### config.mk
export PLATFORM = sky130hd
export DESIGN_NAME = exc_ctrl
export DESIGN_NICKNAME = d
export VERILOG_FILES = /design/src/rtl/exc_ctrl.sv
export SDC_FILE = /design/constraint.sdc
export NUM_CORES = 1
export LEC_CHECK = 0
export BUFFER_PORTS_ARGS = -buffer_cell sky130_fd_sc_hd__buf_4
export CAP_MARGIN = 20
export CORE_AREA = 2 2 114 83
export CTS_CLUSTER_DIAMETER = 30
export DETAILED_ROUTE_END_ITERATION = 6
export DIE_AREA = 0 0 116 85
export PLACE_DENSITY = 0.84
export REMOVE_ABC_BUFFERS = 1
export SLEW_MARGIN = 0
export SYNTH_ARGS = -nofsm -noshare
export SYNTH_HDL_FRONTEND = slang
export SYNTH_SLANG_ARGS = --single-unit
### constraint.sdc
create_clock -name clk -period 3.65 [get_ports clk]
set_input_delay 0 -clock clk [delete_from_list [all_inputs] [get_ports clk]]
set_output_delay 0 -clock clk [all_outputs]
set_load 0.03 [all_outputs]
### src/rtl/exc_ctrl.sv
// exc_ctrl: CP0-subset exception/interrupt controller for the 5-stage MIPS pipeline.
// Arbitrates M-stage exceptions against hardware interrupts, sequences handler
// entry/exit (flush + PC redirect) and holds SR, Cause, EPC and PRId.
module exc_ctrl #(
    parameter logic [31:0] HANDLER_PC = 32'h0000_4180,
    parameter logic [31:0] PRID_VAL   = 32'h0000_0071
) (
    input  logic        clk,
    input  logic        reset,
    input  logic [4:0]  exc_code_m,
    input  logic [31:0] pc_m,
    input  logic        bd_m,
    input  logic        valid_m,
    input  logic [5:0]  hwint,
    input  logic        eret_m,
    input  logic        cp0_we,
    input  logic [4:0]  cp0_addr,
    input  logic [31:0] cp0_wdata,
    output logic [31:0] cp0_rdata,
    output logic        flush,
    output logic        redirect,
    output logic [31:0] redirect_pc,
    output logic        exl
);

    localparam int unsigned XLEN   = 32;
    localparam int unsigned CODE_W = 5;
    localparam int unsigned INT_W  = 6;
    localparam int unsigned ADDR_W = 5;

    localparam logic [ADDR_W-1:0] ADDR_SR    = ADDR_W'(12);
    localparam logic [ADDR_W-1:0] ADDR_CAUSE = ADDR_W'(13);
    localparam logic [ADDR_W-1:0] ADDR_EPC   = ADDR_W'(14);
    localparam logic [ADDR_W-1:0] ADDR_PRID  = ADDR_W'(15);
    localparam logic [XLEN-1:0]   WORD_MASK  = 32'hFFFF_FFFC;

    typedef enum logic [1:0] {
        ST_RUN     = 2'd0,
        ST_ENTER   = 2'd1,
        ST_HANDLER = 2'd2,
        ST_RETURN  = 2'd3
    } state_t;

    state_t              state, state_next;
    logic [INT_W-1:0]    sr_im, sr_im_next;
    logic                sr_exl, sr_exl_next;
    logic                sr_ie, sr_ie_next;
    logic                cause_bd, cause_bd_next;
    logic [INT_W-1:0]    cause_ip;
    logic [CODE_W-1:0]   cause_exc, cause_exc_next;
    logic [XLEN-1:0]     epc, epc_next;
    logic                flush_next;
    logic                redirect_next;
    logic [XLEN-1:0]     redirect_pc_next;

    logic                int_req;
    logic                exc_req;
    logic                take;
    logic                wr_sr;
    logic                wr_epc;
    logic [XLEN-1:0]     pc_adj;

    // Request qualification: both are masked while EXL is set
    assign int_req = (|(hwint & sr_im)) & sr_ie & ~sr_exl;
    assign exc_req = valid_m & (exc_code_m != CODE_W'(0)) & ~sr_exl;
    assign take    = (state == ST_RUN) & (int_req | exc_req);
    assign wr_sr   = cp0_we & (cp0_addr == ADDR_SR) & ~take;
    assign wr_epc  = cp0_we & (cp0_addr == ADDR_EPC) & ~take;
    assign pc_adj  = bd_m ? (pc_m - XLEN'(4)) : pc_m;
    assign exl     = sr_exl;

    // mfc0 read port: current (pre-write) register contents
    always_comb begin
        cp0_rdata = '0;
        case (cp0_addr)
            ADDR_SR:    cp0_rdata = {16'b0, sr_im, 8'b0, sr_exl, sr_ie};
            ADDR_CAUSE: cp0_rdata = {cause_bd, 15'b0, cause_ip, 3'b0, cause_exc, 2'b0};
            ADDR_EPC:   cp0_rdata = epc;
            ADDR_PRID:  cp0_rdata = PRID_VAL;
            default:    cp0_rdata = '0;
        endcase
    end

    // Next-state, register update and redirect generation
    always_comb begin
        state_next       = state;
        sr_im_next       = sr_im;
        sr_exl_next      = sr_exl;
        sr_ie_next       = sr_ie;
        cause_bd_next    = cause_bd;
        cause_exc_next   = cause_exc;
        epc_next         = epc;
        flush_next       = 1'b0;
        redirect_next    = 1'b0;
        redirect_pc_next = '0;

        // mtc0 is dropped in the cycle an exception/interrupt is taken
        if (wr_sr) begin
            sr_im_next  = cp0_wdata[15:10];
            sr_exl_next = cp0_wdata[1];
            sr_ie_next  = cp0_wdata[0];
        end
        if (wr_epc) begin
            epc_next = cp0_wdata & WORD_MASK;
        end

        case (state)
            ST_RUN: begin
                if (take) begin
                    state_next       = ST_ENTER;
                    cause_exc_next   = int_req ? CODE_W'(0) : exc_code_m;
                    cause_bd_next    = bd_m;
                    epc_next         = pc_adj & WORD_MASK;
                    sr_exl_next      = 1'b1;
                    flush_next       = 1'b1;
                    redirect_next    = 1'b1;
                    redirect_pc_next = HANDLER_PC;
                end
            end
            ST_ENTER: begin
                state_next = ST_HANDLER;
            end
            ST_HANDLER: begin
                if (eret_m && valid_m) begin
                    state_next       = ST_RETURN;
                    sr_exl_next      = 1'b0;
                    flush_next       = 1'b1;
                    redirect_next    = 1'b1;
                    redirect_pc_next = epc_next;
                end else if (wr_sr && !cp0_wdata[1]) begin
                    // software cleared EXL: leave the handler without a redirect
                    state_next = ST_RUN;
                end
            end
            ST_RETURN: begin
                state_next = ST_RUN;
            end
            default: begin
                state_next = ST_RUN;
            end
        endcase
    end

    // State and CP0 registers with synchronous active-low reset
    always_ff @(posedge clk) begin
        if (!reset) begin
            state       <= ST_RUN;
            sr_im       <= '0;
            sr_exl      <= 1'b0;
            sr_ie       <= 1'b0;
            cause_bd    <= 1'b0;
            cause_ip    <= '0;
            cause_exc   <= '0;
            epc         <= '0;
            flush       <= 1'b0;
            redirect    <= 1'b0;
            redirect_pc <= '0;
        end else begin
            state       <= state_next;
            sr_im       <= sr_im_next;
            sr_exl      <= sr_exl_next;
            sr_ie       <= sr_ie_next;
            cause_bd    <= cause_bd_next;
            cause_ip    <= hwint;
            cause_exc   <= cause_exc_next;
            epc         <= epc_next;
            flush       <= flush_next;
            redirect    <= redirect_next;
            redirect_pc <= redirect_pc_next;
        end
    end

endmodule
== Word level (Yosys, flattened, before mapping) ==
Index checks and enable logic that the tools add are counted.

* Register bits: 87
* Input port bits: 86
* Output and inout bits: 67
* Word-level logic and storage cells: 61

* $add $sub $neg: 1
* Equality and inequality tests: 9
* Multiplexer cells: 20
* Bitwise operators: 13
* Reduce and logical (&&, ||, !) cells: 8

{| class="wikitable"
|+ Operators by type and width
! kind !! number
|-
| $mux W32 || 5
|-
| $pmux W32 S4 || 1
|-
| $pmux W32 S2 || 1
|-
| $sub A32 B3 Y32 const B || 1
|-
| $eq A5 B4 Y1 const B || 4
|-
| $mux W15 || 1
|-
| $and A1 B1 Y1 || 9
|-
| $pmux W2 S4 || 1
|-
| $and A6 B6 Y6 || 1
|-
| $mux W2 || 3
|-
| $reduce_or A6 Y1 || 1
|-
| $mux W1 || 5
|-
| $mux W5 || 1
|-
| $reduce_bool A5 Y1 || 1
|-
| $eq A2 B2 Y1 const B || 2
|-
| $pmux W1 S2 || 2
|-
| $reduce_and A2 Y1 || 2
|-
| $ne A3 B3 Y1 const B || 1
|-
| $eq A2 B1 Y1 const B || 1
|-
| $logic_and A1 B1 Y1 || 2
|-
| $logic_not A2 Y1 || 1
|-
| $ne A2 B2 Y1 const B || 1
|-
| $not A1 Y1 || 2
|-
| $logic_not A1 Y1 || 1
|-
| $or A1 B1 Y1 || 1
|}

== Logic depth before layout (Yosys ltp) ==
* Word-level depth: 12
* Depth in mapped cells: 9
* Mapped depth without buffers: 7

== Worst setup path before layout ==
Ideal clock, no wire load.

* Path kind: register to register
* From: reg sr_im[0]
* To: reg sr_ie
* Arrival: 1884 ps
* Data required time: 3534 ps
* Slack: 1650 ps
* Cell stages (with the launch flop): 8
* Period minus slack after synthesis: 2000 ps
* Cell sequence: dfxtp_1 > a22o_1 > o311ai_1 > and2_1 > buf_2 > buf_2 > a21oi_1 > a41o_1

* Word-level cells in the longest chain between the ends: 8

{| class="wikitable"
|+ RTL lines
! element !! RTL line !! text
|-
| start: declaration || 45 || <nowiki>logic [INT_W-1:0] sr_im, sr_im_next;</nowiki>
|-
| start signal: assignment || 160 || <nowiki>sr_im <= sr_im_next;</nowiki>
|-
| $and A6 B6 Y6 || 64 || <nowiki>assign int_req = (|(hwint & sr_im)) & sr_ie & ~sr_exl;</nowiki>
|-
| $reduce_or A6 Y1 || 64 ||
|-
| $and A1 B1 Y1 (2 in series) || 64 ||
|-
| $or A1 B1 Y1 || 66 || <nowiki>assign take = (state == ST_RUN) & (int_req | exc_req);</nowiki>
|-
| $and A1 B1 Y1 || 66 ||
|-
| $not A1 Y1 || 67 || <nowiki>assign wr_sr = cp0_we & (cp0_addr == ADDR_SR) & ~take;</nowiki>
|-
| $and A1 B1 Y1 || 67 ||
|-
| end signal: assignment || 162 || <nowiki>sr_ie <= sr_ie_next;</nowiki>
|-
| end: declaration || 47 || <nowiki>logic sr_ie, sr_ie_next;</nowiki>
|}

No other way between the ends.
A chain may end at the register's enable or synchronous reset.

== Worst setup path after layout ==
* From: in hwint[0]
* To: reg redirect_pc[8]

* Word-level cells in the longest chain between the ends: 11
* Elaborated cells on any way between the ends: 12
* Classes of those cells: 4 x mux; 7 x bitwise; 1 x reduce/logical

{| class="wikitable"
|+ RTL lines
! element !! RTL line !! text
|-
| start: declaration || 14 || <nowiki>input logic [5:0] hwint,</nowiki>
|-
| $and A6 B6 Y6 (*) || 64 ||
|-
| $reduce_or A6 Y1 (*) || 64 ||
|-
| $and A1 B1 Y1 (*) (2 in series) || 64 ||
|-
| $or A1 B1 Y1 (*) || 66 ||
|-
| $and A1 B1 Y1 (*) || 66 ||
|-
| $not A1 Y1 || 68 || <nowiki>assign wr_epc = cp0_we & (cp0_addr == ADDR_EPC) & ~take;</nowiki>
|-
| $and A1 B1 Y1 || 68 ||
|-
| $mux W32 || 103 || <nowiki>if (wr_epc) begin</nowiki>
|-
| $mux W32 || 124 || <nowiki>if (eret_m && valid_m) begin</nowiki>
|-
| $pmux W32 S2 (*) || 107 || <nowiki>case (state)</nowiki>
|-
| end signal: assignment || 169 || <nowiki>redirect_pc <= redirect_pc_next;</nowiki>
|-
| end: declaration || 22 || <nowiki>output logic [31:0] redirect_pc,</nowiki>
|}

Every way passes the cells marked *; elsewhere a longest branch is shown, timed or not.

==> run summary <==
initial antenna violation count - 0
Mapped Area - 0.00469 mm2
Sink Count - 87
hold_ws - 8.51 ps
Post-CTS Hold Fix Bufs - 35
Seq/Total Area, Yosys - 37.1%
clk_skew - 3.86 ps
Max Clock Freq - 397 MHz
Clock transition at path regs - 60 ps
pin count of the biggest net entering global routing - 67
Critical Path RT - 3880 ps
Setup crit end kind - flop
ant diodes - 0
synthesis-stage register bit count - 87
synth unique cells - 53
Power Density - 368 mW/mm2
die height - 85 um
die area - 0.00986 mm2
Top FF cell, synth - dfxtp_1
Tmin final - 2520 ps
core area - 0.00878 mm2
Fin. Hold Viols - 0
CTS Root Cell - clkbuf_16
Vias/cell - 5.82
hpwl dp - 9590 um
status - finished clean
First-pass DRT Iterations - 5
layout cells sized above 1 - 25.4%
CTS tree - yes
final slew viol count - 0
gr usage total - 29.1%
IO Port Bufs - 150
GRT Residual Overflow - 0
Crit Path Max Fanout - 50
Initial DRC Count - 509
Hold WC Path Type - input port to flop
Max Cap Viol - 0
crit path launch type - input port
routed vias - 4,973
vias in the first global route - 4,797
Final ANT Viol Nets - 0
Tcrit/Tclk final - 69.0%
area delta synth->final - 36.2%
Placement Rows - 29
total setup buffers inserted after CTS - 0
post-CTS sizing - 0
Die X - 116 um
final wirelength - 14,300 um
DR DRC count - 0
worst IR drop on VDD - 0.000313 V
Slew Limit Headroom - 31.5%
CP Data Arrival Time - 2750 ps
share of flip-flops with an asynchronous set or reset - 0%
nets - 814
final setup vio count - 0
CTS buffer count - 9
clock latency on the worst-skew pair - 340 ps
RSZ-0062 raised after global routing - no
syn_area_per_cell - 8.13 um2
hold path depth - 3
Ports - 153
GP Congestion - 0.939
FF-to-FF path depth - 6
EDFF count, synth - 0
Initial Utilization - 53.4%
Synth Instances - 577
worst slew pin tran - 1030 ps
WL/cell - 16.7 um
H-tree depth - 3
global-route wire length before repair - 22,800 um
CP Class - input port to flop
Pleak - 0.00304 uW
final setup TNS - 0 ps
Max Root-Sink Buffers - 2
yosys warns - 0
## report_power, final
group,switching [uW],internal [uW],total [uW]
registers,42.7,1010,1050
logic,228,203,432
clock network,351,514,866
## layout make-up
| cell class | count | area [um2] |
|---|---|---|
| well taps | 124 | 155 |
| repair buffers | 192 | 1530 |
| multi-input cells | 429 | 2660 |
| inverters | 8 | 30.0 |
| clock buffers | 15 | 278 |
| fillers | 682 | 2390 |
| flip-flops and latches | 87 | 1740 |
## registers in the layout (all words and copies together) (netlist names)
name and count:
cause_bd 1, cause_exc 5, cause_ip 6, epc 32, exl 1, redirect 1
redirect_pc 32, sr_ie 1, sr_im 6, state 2
## placed cells by master, fill, tap and decap left out, drive strengths merged, types with 3 or more instances in the layout
| cell | n |
|---|---|
| a211oi | 5 |
| a21oi | 25 |
| a22o | 3 |
| a22oi | 3 |
| a41o | 7 |
| and2 | 13 |
| and3 | 21 |
| buf | 157 |
| clkbuf | 15 |
| dfxtp | 87 |
| dlygate4sd3 | 35 |
| inv | 8 |
| mux2i | 12 |
| nand2 | 73 |
| nand2b | 3 |
| nand3 | 82 |
| nor2 | 24 |
| nor2b | 10 |
| nor3 | 11 |
| nor4 | 9 |
| o211a | 29 |
| o21ai | 35 |
| or2 | 4 |
| or3 | 4 |
| or4 | 6 |
| xnor2 | 10 |
| xor2 | 18 |
## cell usage after synthesis (all sizes together), types with 11 or more instances
master   n  share of area (%)
clkbuf  36                3.3
mux2i   12                2.6
dfxtp   87                 37
o21ai   35                3.7
nand3   82                8.7
nor2    24                1.9
a21oi   25                2.7
and2    13                1.7
and3    21                2.8
xor2    18                3.4
buf     17                2.4
nand2   73                5.8
o211a   29                6.2
nor3    11                1.2
## worst paths after layout
check,slack [ps],end,startpoint
worst max-delay path,1130,redirect_pc[8],hwint[0]
worst min-delay path,9,cause_bd,bd_m
worst max register to register,1180,redirect_pc[8],sr_im[0]
worst min register to register,490,redirect_pc[28],epc[28]
## worst max-delay path, cell delays in order
cell           delay (ps)
dlygate4sd3_1         550
buf_4                 140
a22o_1                260
o311ai_1              730
and2_2                280
buf_4                 400
o21ai_0               160
and2_1                190
## through the flow
step           total power, uW  util, %  cells  setup slack (ps)  area (um2)
2_1_floorplan             1280        -    524               459        4420
3_3_place_gp              1450     65.6    805              1320        5760
3_5_place_dp              1470     65.6    805              1200        5760
4_1_cts                   2360     72.8    855              1180        6390
5_1_grt                   2440     72.8    855               956        6390
6_report                  2350     72.8    855              1130        6390
## routing by layer
metal  GRT usage (%)  part of all wire [%]
met1            38.6                    42
met2            46.3                    47
met3            7.71                   8.7
met4            9.52                   2.3
met5               0                     0
## kinds of logic (layout without fill, tap and decap cells)
kind of cell / count (synthesis) / in the layout / synth area share, %
AOI/OAI and AO/OA: 115 / 115 / 17.4
xor gates and xnor gates: 28 / 28 / 5.23
adders and majority gates: 1 / 1 / 0.267
buffers and inverters: 61 / 215 / 6.35
DFF: 87 / 87 / 37.1
muxes: 12 / 12 / 2.56
and+or+nand+nor: 273 / 273 / 31.1
Power figures use the tool's default switching activity.
